**config.mk**
```make
export PLATFORM = sky130hd
export DESIGN_NAME = branch_resolve_unit
export DESIGN_NICKNAME = d
export VERILOG_FILES = /design/src/rtl/branch_resolve_unit.sv
export SDC_FILE = /design/constraint.sdc
export NUM_CORES = 1
export LEC_CHECK = 0
export ABC_AREA = 1
export CORE_MARGIN = 5
export CORE_UTILIZATION = 53
export CTS_BUF_LIST = sky130_fd_sc_hd__clkbuf_8
export DETAILED_ROUTE_END_ITERATION = 8
export HOLD_SLACK_MARGIN = 0.03
export PLACE_DENSITY = 0.74
export RECOVER_POWER = 50
export SYNTH_ARGS = -nofsm -noshare
export SYNTH_HDL_FRONTEND = slang
export SYNTH_SLANG_ARGS = --single-unit
```
**constraint.sdc**
```tcl
create_clock -name clk -period 6.5 [get_ports clk]
set_input_delay 0.975 -clock clk [delete_from_list [all_inputs] [get_ports clk]]
set_output_delay 0.975 -clock clk [all_outputs]
set_load 0.1 [all_outputs]
```
**src/rtl/branch_resolve_unit.sv**
```systemverilog
// Branch resolution: queues resolved-branch packets, compares them against the front-end
// prediction, emits predictor updates and runs the redirect/flush handshake on mispredicts.
module branch_resolve_unit #(
  parameter int unsigned XLEN  = 32,
  parameter int unsigned DEPTH = 4,
  parameter int unsigned TAG_W = 6
) (
  input  logic             clk,
  input  logic             rst,
  input  logic             valid_in,
  output logic             in_ready,
  input  logic             taken_in,
  input  logic [XLEN-1:0]  target_in,
  input  logic             link_in,
  input  logic [XLEN-1:0]  pc_in,
  input  logic             pred_taken_in,
  input  logic [XLEN-1:0]  pred_target_in,
  input  logic [TAG_W-1:0] tag_in,
  output logic             redirect_valid,
  input  logic             redirect_ready,
  output logic [XLEN-1:0]  redirect_pc,
  output logic [TAG_W-1:0] redirect_tag,
  output logic             upd_valid,
  output logic [XLEN-1:0]  upd_pc,
  output logic             upd_taken,
  output logic [XLEN-1:0]  upd_target,
  output logic             upd_link,
  output logic             upd_mispredict,
  output logic [15:0]      mispredict_cnt,
  output logic             overflow_err
);

  localparam int unsigned IdxW = $clog2(DEPTH);
  localparam int unsigned PtrW = IdxW + 1;

  typedef struct packed {
    logic             taken;
    logic [XLEN-1:0]  target;
    logic             link;
    logic [XLEN-1:0]  pc;
    logic             pred_taken;
    logic [XLEN-1:0]  pred_target;
    logic [TAG_W-1:0] tag;
  } pkt_t;

  typedef enum logic [0:0] {StIdle, StRedirect} state_e;

  state_e           state_q, state_d;
  pkt_t             mem_q [DEPTH];
  logic [PtrW-1:0]  wr_ptr_q, rd_ptr_q;
  logic             full, empty, push, pop, handshake;
  pkt_t             head, wr_pkt;
  logic             head_mispredict;
  logic [XLEN-1:0]  correct_pc;

  logic             redirect_valid_q;
  logic [XLEN-1:0]  redirect_pc_q;
  logic [TAG_W-1:0] redirect_tag_q;
  logic             upd_valid_q, upd_taken_q, upd_link_q, upd_mispredict_q;
  logic [XLEN-1:0]  upd_pc_q, upd_target_q;
  logic [15:0]      mispredict_cnt_q;
  logic             overflow_err_q;

  // Wrap bit distinguishes full from empty when the index bits match.
  assign full  = (wr_ptr_q[IdxW-1:0] == rd_ptr_q[IdxW-1:0]) && (wr_ptr_q[IdxW] != rd_ptr_q[IdxW]);
  assign empty = (wr_ptr_q == rd_ptr_q);

  assign in_ready  = !rst && !full;
  assign handshake = (state_q == StRedirect) && redirect_valid_q && redirect_ready;
  // A packet arriving on the handshake edge is wrong-path and is discarded with the flush.
  assign push      = valid_in && in_ready && !handshake;
  assign pop       = (state_q == StIdle) && !empty;

  assign head            = mem_q[rd_ptr_q[IdxW-1:0]];
  assign head_mispredict = (head.taken != head.pred_taken) ||
                           (head.taken && (head.target != head.pred_target));
  assign correct_pc      = head.taken ? head.target : head.pc + XLEN'(4);

  assign wr_pkt = '{taken: taken_in, target: target_in, link: link_in, pc: pc_in,
                    pred_taken: pred_taken_in, pred_target: pred_target_in, tag: tag_in};

  always_comb begin
    state_d = state_q;
    unique case (state_q)
      StIdle:     if (pop && head_mispredict) state_d = StRedirect;
      StRedirect: if (handshake) state_d = StIdle;
      default:    state_d = StIdle;
    endcase
  end

  always_ff @(posedge clk) begin
    if (push) mem_q[wr_ptr_q[IdxW-1:0]] <= wr_pkt;
  end

  always_ff @(posedge clk or posedge rst) begin
    if (rst) begin
      state_q          <= StIdle;
      wr_ptr_q         <= '0;
      rd_ptr_q         <= '0;
      redirect_valid_q <= 1'b0;
      redirect_pc_q    <= '0;
      redirect_tag_q   <= '0;
      upd_valid_q      <= 1'b0;
      upd_pc_q         <= '0;
      upd_taken_q      <= 1'b0;
      upd_target_q     <= '0;
      upd_link_q       <= 1'b0;
      upd_mispredict_q <= 1'b0;
      mispredict_cnt_q <= '0;
      overflow_err_q   <= 1'b0;
    end else begin
      state_q     <= state_d;
      upd_valid_q <= pop;
      if (push) wr_ptr_q <= wr_ptr_q + PtrW'(1);
      if (handshake) begin
        rd_ptr_q         <= wr_ptr_q;
        redirect_valid_q <= 1'b0;
      end else if (pop) begin
        rd_ptr_q <= rd_ptr_q + PtrW'(1);
      end
      if (pop) begin
        upd_pc_q         <= head.pc;
        upd_taken_q      <= head.taken;
        upd_target_q     <= head.target;
        upd_link_q       <= head.link;
        upd_mispredict_q <= head_mispredict;
        if (head_mispredict) begin
          redirect_valid_q <= 1'b1;
          redirect_pc_q    <= correct_pc;
          redirect_tag_q   <= head.tag;
          if (mispredict_cnt_q != 16'hFFFF) mispredict_cnt_q <= mispredict_cnt_q + 16'd1;
        end
      end
      if (valid_in && !in_ready && !handshake) overflow_err_q <= 1'b1;
    end
  end

  assign redirect_valid = redirect_valid_q;
  assign redirect_pc    = redirect_pc_q;
  assign redirect_tag   = redirect_tag_q;
  assign upd_valid      = upd_valid_q;
  assign upd_pc         = upd_pc_q;
  assign upd_taken      = upd_taken_q;
  assign upd_target     = upd_target_q;
  assign upd_link       = upd_link_q;
  assign upd_mispredict = upd_mispredict_q;
  assign mispredict_cnt = mispredict_cnt_q;
  assign overflow_err   = overflow_err_q;

endmodule

```
Yosys cells after proc, flatten, opt, wreduce, memory -nomap -nowiden
Memory sizes are Yosys's and may differ from the RTL's.
Index checks and enable logic that the tools add are counted.
Word-level totals
  bits in registers: 131
  bits in latches: 0
  memory bits (writable): 420
  ROM bits: 0
  input port bits: 109
  output and inout bits: 125
  logic and storage cells: 57
  memories: 1
Memories
  mem_q: words 4, bits a word 105, rd ports 1, clocked after Yosys merged registers in 0, write ports 1, line 49  | pkt_t mem_q [DEPTH];
Cells by class
  add/sub/neg operators: 4
  $mul: 0
  divide/modulo/power cells: 0
  $lt $le $gt $ge: 0
  eq/ne operators: 6
  shifts and indexed selects: 0
  multiplexer cells: 11
  bitwise gates (word level): 1
  reduce and logical (&&, ||, !) cells: 20
Operators with widths (count)
  adder 32 x 3 -> 32 bit, second input constant: 1
  2-to-1 mux 32 bit: 1
  inequality test 32 bit: 1
  adder 16 x 1 -> 16 bit, second input constant: 1
  inequality test 16 bit, second input constant: 1
  logical AND 1 bit: 11
  2-to-1 mux 1 bit: 7
  adder 3 x 1 -> 3 bit, second input constant: 2
  2-to-1 mux 3 bit: 2
  logical NOT 1 bit: 5
  equality test 3 bit: 1
  AND reduction 3 bit: 1
  equality test 2 bit: 1
  inequality test 1 bit: 2
  one-hot mux 1 bit (2 select lines): 1
  AND reduction 2 bit: 1
  nonzero test 2 bit: 1
  logical OR 1 bit: 1
  inverter 1 bit: 1

Depth between registers and ports, before layout
Gate-level depths: netlist (run 1).
  depth in word-level cells: 8
  mapped depth: 21
  mapped depth without buffers: 17

Worst setup path after synthesis (run 1)
No wires, ideal clock.
  path kind: input port to flip-flop
  start point: in rst
  end point: mem mem_q[3][0] (netlist name), enable pin
  data arrival time: 9.592 ns
  data required time: 5.927 ns
  slack: -3.665 ns
  cell stages on the path: 5
  buffers on the path: 0
  cell sequence: inv_1 nand2_1 inv_1 nand3_1 nor2_1
On the way
  word-level cells in the longest chain between the ends: 6
Ends and longest elaborated chain
  from (decl): line 9  | input logic rst,
  logical NOT 1 bit (no source line)
  logical AND 1 bit: line 68  | assign in_ready = !rst && !full;
  named net in_ready: line 11  | output logic in_ready,
  logical AND 1 bit (2 in a row): line 71  | assign push = valid_in && in_ready && !handshake;
  2-to-1 mux 1 bit: line 92  | if (push) mem_q[wr_ptr_q[IdxW-1:0]] <= wr_pkt;
  2-to-1 mux 1 bit (implied by the code): line 92
  to (decl): line 49
The timed path passes the listed nets, and every way through them passes these cells.

Worst setup path after layout (run 1)
  start point: reg rd_ptr_q[0]
  end point: reg redirect_pc_q[21], in the netlist redirect_pc[21]
On the way
  word-level cells in the longest chain between the ends: 5
  elaborated cells between the ends (all ways): 11
  classes of those cells: 1 x add/sub; 3 x eq/ne; 1 x mux; 5 x reduce/logical; 1 x memory
Ends and longest elaborated chain
  from (decl): line 50  | logic [PtrW-1:0] wr_ptr_q, rd_ptr_q;
  from (signal assigned): line 116  | rd_ptr_q <= wr_ptr_q;
  from (signal assigned): line 119  | rd_ptr_q <= rd_ptr_q + PtrW'(1);
  branches (longest 5 deep; another with memory read (4 x 105 bit))
  to (signal assigned): line 129  | redirect_pc_q <= correct_pc;
  to (decl): line 57  | logic [XLEN-1:0] redirect_pc_q;
Parallel ways; which one is timed is not known.
A chain may end at the register's enable or synchronous reset.

==> flow_summary.toml, run 1 <==
[synthesis]
syn-mean-instance-area_um2 = 10.4
synth_area_um2 = 23400
synth_cell_type_count = 38
synth.net_count = 2370
async_reset_ff_frac = 0.238
synth-edff-count = 420
ys.flop_type = "edfxtp_1"
seq_area_frac_synth = 0.679
synth_cells = 2254
yosys_warnings = 0
ys_ff_latch = 551

[clock_network]
postCtsSetupBuffers = 0
hold_buffers = 0
clock_latency_ns = 0.68
path_clk_slew_ns = 0.06
cts_max_level = 3
cts_buffer_depth = 3
cts_tree = "built"
cts.sinks = 551
cts_resized = 0
cts_made_buffers = 87
cts-root-buf = "clkbuf_8"

[timing]
final_max_slew_viol_count = 108
period_needed_ns = 5.22
skew_ns = 0.0503
hold_viol = 0
worst_pin_slew_ns = 3.03
rsz0062_at_grt = "false"
finalSetupTns_ns = 0
max_freq_mhz = 191
min_period_over_period = 0.804
relSlewSlack = -1.02
finalSetupViolations = 0

[floorplan]
die-height_um = 220
design.core.area_um2 = 43900
io_pins = 234
start_util = 0.532
rows = 77
die_x_um = 220
dieArea_um2 = 48400

[drt]
met2WireLength_um = 29300
wl_met1_um = 25700
antenna_left = 0
wl_per_cell_um = 19.5
dr.first_iter.drc_count = 2005
wl_met3_um = 5110
viasPerCell = 5.41
drt-total-wl_um = 61700
top_layer_used = "met4"
vias = 17082
drc = 0
drt_first_pass_iters = 6

[setup_path]
critPathMaxFanout = 76
critPathKind = "flop to flop"
crit_path_end_kind = "flop"
arrival_ns = 5.79
crit_required_ns = 7.07
critPathLaunchType = "flop"

[cells_and_area]
area_growth_pct = 18.7
n_fill_cell = 3521
finalNetCount = 2609
drive_gt1_frac = 0.0628

[global_routing]
grt-ovfl-total = 0
grtUsageTotal = 0.253
grt_pass1_vias = 16317
antenna_found_initial = 5
grt_max_degree = 106
grt_pass1_wl_um = 94000

[outcome]
violations = "capacitance limit, slew limit"
status = "complete, but fails checks"

[place]
port_buffers = 233
routabilityCongestion = 0.903
hpwl_um = 40800

[run]
maxCapViolCount = 2

[hold_path]
hold_path.class = "flop to flop"
==> synthesized netlist by cell type, types with 2 or more instances <==
master,instances,area (um2)
inv_1,108,405
o21ai_1,4,20.0
ha_1,7,87.6
nand3b_1,2,15.0
xor2_1,25,219
nor2_1,99,372
buf_4,14,105
nand3_1,206,1030
nor3_2,2,20.0
nand4_1,29,181
clkbuf_1,23,86.3
a31oi_1,2,12.5
inv_2,9,33.8
nor2_2,3,18.8
a32o_1,6,60.1
o21ai_0,112,561
buf_1,8,30.0
dfrtp_1,131,3280
a32oi_1,3,26.3
buf_2,49,245
a22oi_1,2,15.0
nand3_2,2,20.0
o211ai_1,11,82.6
edfxtp_1,420,12600
nor3_1,4,20.0
a21oi_1,19,95.1
buf_6,10,113
nand2_1,926,3480
xnor2_1,9,78.8
==> critical path: stages (launching register included) <==
cell,delay (ns)
dfrtp_4,0.50
inv_6,0.41
buf_4,0.49
nand2_1,0.10
a21oi_1,0.23
nand2_1,0.08
nand2_1,1.34
inv_2,0.48
nand2_1,0.22
inv_2,0.20
nand2_4,0.52
inv_2,0.28
nand2_1,0.14
nand2_1,0.06
==> cell usage in the layout (no fill, tap or decap), drive strengths merged, types with 92 or more instances in the layout <==
cell type      instances
clkbuf                92
clkdlybuf4s50         95
dfrtp                131
dlygate4sd3          138
edfxtp               420
inv                  152
nand2                928
nand3                208
nor2                 103
o21ai                116
==> path summary, 6_finish.rpt <==
check / start / to / slack (ns) / cells past startpoint
hold reg to reg: overflow_err$_DFFE_PP0P_ / overflow_err$_DFFE_PP0P_ / 0.47 / 1
setup / recovery: rd_ptr_q[0]$_DFFE_PP0P_ / redirect_pc[21]$_DFFE_PP0P_ / 1.28 / 13
max in group asynchronous: rst / upd_pc[5]$_DFFE_PP0P_ / 2.05 / 3
hold / removal: overflow_err$_DFFE_PP0P_ / overflow_err$_DFFE_PP0P_ / 0.47 / 1
min in group asynchronous: rst / mispredict_cnt[14]$_DFFE_PP0P_ / 1.07 / 2
setup reg to reg: rd_ptr_q[0]$_DFFE_PP0P_ / redirect_pc[21]$_DFFE_PP0P_ / 1.28 / 13
==> logic make-up after synthesis <==
logic type	Yosys count	synth area share
and+or+nand+nor	1278	0.222
adders and majority gates	7	0.00374
AOI/OAI and AO/OA	161	0.0379
xor gates and xnor gates	34	0.0127
buffers and inverters	223	0.0440
DFF	551	0.679
==> stage by stage <==
step | util | std cells | instance area [um2] | worst slack [ns] | hold slack (ns)
final | 0.632 | 3159 | 27800 | 1.28 | 0.466
after global routing | 0.632 | 3158 | 27800 | 0.855 | 0.498
after CTS | 0.632 | 3157 | 27800 | 1.84 | 0.476
after detailed placement | 0.595 | 2996 | 26100 | 2.09 | 0.464
after global placement | 0.595 | 2996 | 26100 | 2.16 | 0.454
after floorplan | - | 2254 | 23400 | 0.571 | 0.482
==> flip-flops by register name, indices dropped and copies added (netlist names) <==
name	flops
mem_q	420
mispredict_cnt	16
overflow_err	1
rd_ptr_q	3
redirect_pc	32
redirect_tag	6
redirect_valid	1
state_q	1
upd_link	1
upd_mispredict	1
upd_pc	32
upd_taken	1
upd_target	32
upd_valid	1
wr_ptr_q	3
==> layer usage <==
| layer | GRT usage | vias to the layer above |
|---|---|---|
| met2 | 0.404 | 753 |
| met4 | 0.0809 | 0 |
| li1 | - | 8048 |
| met5 | 0 | - |
| met3 | 0.0471 | 115 |
| met1 | 0.358 | 8166 |
==> final cells by class <==
class | instances | area (um2) | share of cell area
flip-flops and latches | 551 | 15900 | 0.573
clock inverters | 70 | 385 | 0.0139
repair buffers | 254 | 2520 | 0.0909
multi-input cells | 1480 | 6500 | 0.234
diodes | 2 | 5.00 | 0.000180
inverters | 119 | 455 | 0.0164
well taps | 592 | 741 | 0.0267
clock buffers | 91 | 1250 | 0.0451
Power of run 1 is left out: the tool's default activity adds up to more than one toggle a clock period on the data nets, which glitch-free logic cannot reach.
==> run 2: changes to the inputs <==
- clock period: 6.5 -> 4.8 ns (I/O delays scaled with it)
==> run 2 against run 1 <==
Against the previous run:
- first-iteration DRC count is 9.5% lower
- critical endpoint is now mem_q[3][17]$_DFFE_PP_
- count of clock-buffer cells in the layout is 9 higher
- worst setup slack worse by 0.47 ns
- design area is 0.14% higher
- sequential cell count stayed put
- via count is 1.1% higher
- cell count hardly changed
- hold slack better by 0.017 ns
- core utilization is 0.088 points higher
- fmax is 31% higher
- global-route usage is 0.17 points higher
- the flow still finishes with violations (capacitance limit, slew limit)
==> flow_summary.toml, run 2 (synthesis results as in run 1) <==
[cells_and_area]
mostFrequentLayoutCells = "925 x nand2_1, 420 x edfxtp_1, 206 x nand3_1, 144 x inv_1, 129 x dfrtp_1"
area_growth_pct = 18.9
finalNetCount = 2610
drive_gt1_frac = 0.0633
final_util = 0.633
finalNonFillerCells = 3157
final_common_cell = "nand2_1"
postLayoutCellArea_um2 = 27800
largest_register_ffs = 420
n_fill_cell = 3521

[timing]
max_freq_mhz = 250
whs_ns = 0.483
rsz0062_at_grt = "false"
final_max_slew_viol_count = 24
hold_viol = 0
min_period_over_period = 0.832
relSlewSlack = -0.103
finalSetupViolations = 0
skew_ns = 0.0333
period_needed_ns = 3.99
worst_pin_slew_ns = 1.65

[setup_path]
crit_path_end_kind = "flop"
critPathMaxFanout = 70
critPathLaunchType = "flop"
crit_required_ns = 5.05
worst_r2r_path_depth = 8
cpMostUsedCell = "nand2_1"
cp.depth = 8
path_cells = "xor2_1, a21oi_1, nand2_1, nand2_1, clkinvlp_4, nand3_1, nor2_2, buf_12"
crit_buf_inv = 2
critPathTopFamily = "simple AND/OR/NAND/NOR gates"
crit_path_max_incr_delay_ns = 1.39
critPathKind = "flop to flop"
slowest_stage = "nor2_2"
arrival_ns = 4.25

[run]
maxCapViolCount = 1

[global_routing]
grt_max_degree = 132
grt-ovfl-total = 0
grt_pass1_wl_um = 94200
antenna_found_initial = 3
grt_pass1_vias = 16401
grtUsageTotal = 0.255

[clock_network]
cts-root-buf = "clkbuf_8"
cts_buffer_depth = 3
cts_max_level = 3
hold_buffers = 0
cts.sinks = 551
postCtsSetupBuffers = 0
clock_latency_ns = 0.64
cts_resized = 0
cts_tree = "built"
cts_made_buffers = 86
path_clk_slew_ns = 0.06

[outcome]
status = "complete, but fails checks"
violations = "capacitance limit, slew limit"

[place]
routabilityCongestion = 0.945
hpwl_um = 40500
dpl-instance-area_um2 = 26200
port_buffers = 233
dp.cells = 2998

[floorplan]
start_util = 0.532
io_pins = 234
dieArea_um2 = 48400
die_x_um = 220
design.core.area_um2 = 43900
rows = 77
die-height_um = 220

[drt]
dr.first_iter.drc_count = 1815
vias = 17272
drt_first_pass_iters = 5
drt-total-wl_um = 62200
antenna_left = 0
wl_per_cell_um = 19.7
drc = 0
viasPerCell = 5.47

[hold_path]
hold-path-cell-count = 2
hold_path.class = "flop to flop"
==> run 2: path summary, 6_finish.rpt <==
| path | start | slack (ns) | endpoint |
|---|---|---|---|
| max | rd_ptr_q[1]$_DFFE_PP0P_ | 0.81 | mem_q[3][17]$_DFFE_PP_ |
| min | upd_pc[7]$_DFFE_PP0P_ | 0.48 | upd_pc[7]$_DFFE_PP0P_ |
| max reg2reg | rd_ptr_q[1]$_DFFE_PP0P_ | 0.81 | mem_q[3][17]$_DFFE_PP_ |
| min reg2reg | upd_pc[7]$_DFFE_PP0P_ | 0.48 | upd_pc[7]$_DFFE_PP0P_ |
| max in group asynchronous | rst | 3.35 | rd_ptr_q[1]$_DFFE_PP0P_ |
| min in group asynchronous | rst | 0.84 | redirect_tag[5]$_DFFE_PP0P_ |
==> run 2: metal layers <==
metal / vias up / global-route usage / part of all wire
met5: - / 0 / 0
met4: 0 / 0.0936 / 0.031
met3: 133 / 0.0455 / 0.083
met2: 772 / 0.400 / 0.47
met1: 8317 / 0.363 / 0.42
li1: 8050 / - / -
==> run 2: tightest hold or removal path, delay by kind of cell (launching register included) <==
kind | cells | cell delay [ns]
flops | 1 | 0.33
compound gates | 1 | 0.06
simple gates | 1 | 0.05
==> run 2: cell type report <==
| type | count | area (um2) | share of cell area |
|---|---|---|---|
| Antenna cell | 4 | 10.0 | 0.000360 |
| Clock buffer | 100 | 1380 | 0.0495 |
| Clock inverter | 55 | 248 | 0.00891 |
| Inverter | 119 | 459 | 0.0165 |
| Multi-Input combinational cell | 1480 | 6500 | 0.234 |
| Sequential cell | 551 | 15900 | 0.572 |
| Tap cell | 592 | 741 | 0.0266 |
| Timing Repair Buffer | 256 | 2560 | 0.0923 |
==> run 2: per-stage QoR <==
step	TNS, ns	setup slack, ns
2_1_floorplan	-143.08	-0.373
3_5_place_dp	0	0.847
5_1_grt	0	0.463
4_1_cts	0	0.856
6_report	0	0.807
3_3_place_gp	0	0.895
Power of run 2 is left out for the same reason.
==> run 3: changes to the inputs <==
- CORE_UTILIZATION: 53 -> 59
- PLACE_DENSITY: 0.74 -> 0.78
- clock period: 4.8 -> 4.1 ns (I/O delays scaled with it)
==> run 3 against run 2 <==
Against the previous run:
- core utilization increased by 7.8 points
- sequential share of layout area decreased by 0.50 points
- non-clock buffer count grew 15
- global-route usage grew 3.1 points
- via count grew 0.98%
- worst setup slack got worse by 0.46 ns
- highest routed layer unchanged
- cell count fell by 1.6%
- die area is 9.7% lower
- critical path depth is the same
- design area up 0.88%
- first-iteration DRC count shrank 0.22%
- the run still ends with capacitance limit, slew limit left
- hold slack got worse by 0.0061 ns
==> flow_summary.toml, run 3 (synthesis results as in run 1) <==
[setup_path]
critPathKind = "flop to primary output"
crit_buf_inv = 4
crit_path_end_kind = "primary output"
slowest_stage = "dfrtp_4"
crit_path_max_incr_delay_ns = 0.66
path_cells = "inv_6, buf_12, nand2_1, a21oi_1, nand2_1, nand2_1, clkinvlp_4, buf_12"
arrival_ns = 3.13
critPathMaxFanout = 88
critPathTopFamily = "buffers and inverters"
cpMostUsedCell = "nand2_1"
crit_required_ns = 3.48
critPathLaunchType = "flop"

[timing]
finalSetupViolations = 0
max_freq_mhz = 267
hold_viol = 0
relSlewSlack = -0.0929
period_needed_ns = 3.75
skew_ns = 0.0245
worst_pin_slew_ns = 1.64
final_max_slew_viol_count = 61
rsz0062_at_grt = "false"
min_period_over_period = 0.914

[cells_and_area]
n_fill_cell = 2788
mostFrequentLayoutCells = "925 x nand2_1, 420 x edfxtp_1, 205 x nand3_1, 164 x dlygate4sd3_1, 132 x inv_1"
drive_gt1_frac = 0.0737
finalNetCount = 2627
area_growth_pct = 19.9
largest_register_ffs = 420
final_common_cell = "nand2_1"
postLayoutCellArea_um2 = 28000

[place]
port_buffers = 233
hpwl_um = 42100
routabilityCongestion = 0.889
dpl-instance-area_um2 = 26300

[clock_network]
cts_tree = "built"
cts_max_level = 3
postCtsSetupBuffers = 0
hold_buffers = 0
cts-root-buf = "clkbuf_8"
path_clk_slew_ns = 0.06
cts_buffer_depth = 3
cts.sinks = 551
clock_latency_ns = 0.64
cts_resized = 0
cts_made_buffers = 88

[drt]
dr.first_iter.drc_count = 1811
antenna_left = 0
wl_per_cell_um = 20.2
drt-total-wl_um = 62700
drc = 0
viasPerCell = 5.61
vias = 17441
drt_first_pass_iters = 5

[global_routing]
grtUsageTotal = 0.286
antenna_found_initial = 2
grt-ovfl-total = 0
grt_pass1_vias = 17054
grt_pass1_wl_um = 97200
grt_max_degree = 128

[floorplan]
design.core.area_um2 = 39500
rows = 73
dieArea_um2 = 43700
die-height_um = 209
start_util = 0.593
io_pins = 234
die_x_um = 209

[run]
maxCapViolCount = 1

[hold_path]
hold_path.class = "flop to flop"

[outcome]
status = "complete, but fails checks"
violations = "capacitance limit, slew limit"
-- run 3: changes by cell type in the layout (fill, tap and decap cells not counted), sizes merged --
cell,before,now
clkbuf,100,101
inv,153,142
bufinv,1,4
buf,24,37
clkdlybuf4s50,111,68
dlygate4sd3,121,164
clkinv,16,25
clkinvlp,4,6
-- run 3: area by class of cell --
cell class	instances	area, um2	area share
Timing Repair Buffer	271	2780	0.0990
Clock inverter	58	359	0.0128
Clock buffer	99	1360	0.0486
Multi-Input combinational cell	1480	6520	0.232
Sequential cell	551	15900	0.567
Inverter	119	462	0.0165
Antenna cell	4	10.0	0.000357
Tap cell	525	657	0.0234
-- run 3: metal layers --
layer | track usage | vias to the layer above | share of wire
met2 | 0.454 | 855 | 0.48
met3 | 0.0509 | 140 | 0.089
met5 | 0 | - | 0
met1 | 0.404 | 8367 | 0.40
li1 | - | 8079 | -
met4 | 0.104 | 0 | 0.036
-- run 3: worst register-to-register path, cell delays in order, from the launching register on --
cell and delay, ns:
dfrtp_4 0.66, inv_6 0.56, buf_12 0.32, nand2_1 0.11, a21oi_1 0.23, nand2_1 0.12, nand2_4 0.09, inv_1 0.26
nand2_1 0.20, inv_2 0.20, nand2_4 0.37, inv_2 0.24, nand2_1 0.11, nand2_1 0.06
-- run 3: final timing paths --
path	from	end	slack [ns]	cells after the start
min	upd_target[23]$_DFFE_PP0P_	upd_target[23]$_DFFE_PP0P_	0.48	2
min in group asynchronous	rst	redirect_tag[5]$_DFFE_PP0P_	1.14	3
min reg2reg	upd_target[23]$_DFFE_PP0P_	upd_target[23]$_DFFE_PP0P_	0.48	2
max	rd_ptr_q[0]$_DFFE_PP0P_	in_ready	0.35	8
max in group asynchronous	rst	rd_ptr_q[1]$_DFFE_PP0P_	0.87	4
max reg2reg	rd_ptr_q[0]$_DFFE_PP0P_	redirect_pc[17]$_DFFE_PP0P_	0.45	13
-- run 3: stage by stage --
step	hold WS (ns)	worst slack (ns)	cells	TNS [ns]	utilization
6_report	0.477	0.351	3107	0	0.711
2_1_floorplan	0.482	-0.968	2254	-393.60	-
3_5_place_dp	0.470	0.565	2946	0	0.667
3_3_place_gp	0.463	0.631	2946	0	0.667
5_1_grt	0.501	0.128	3105	0	0.711
4_1_cts	0.484	0.338	3103	0	0.710
Power of run 3 is left out for the same reason.
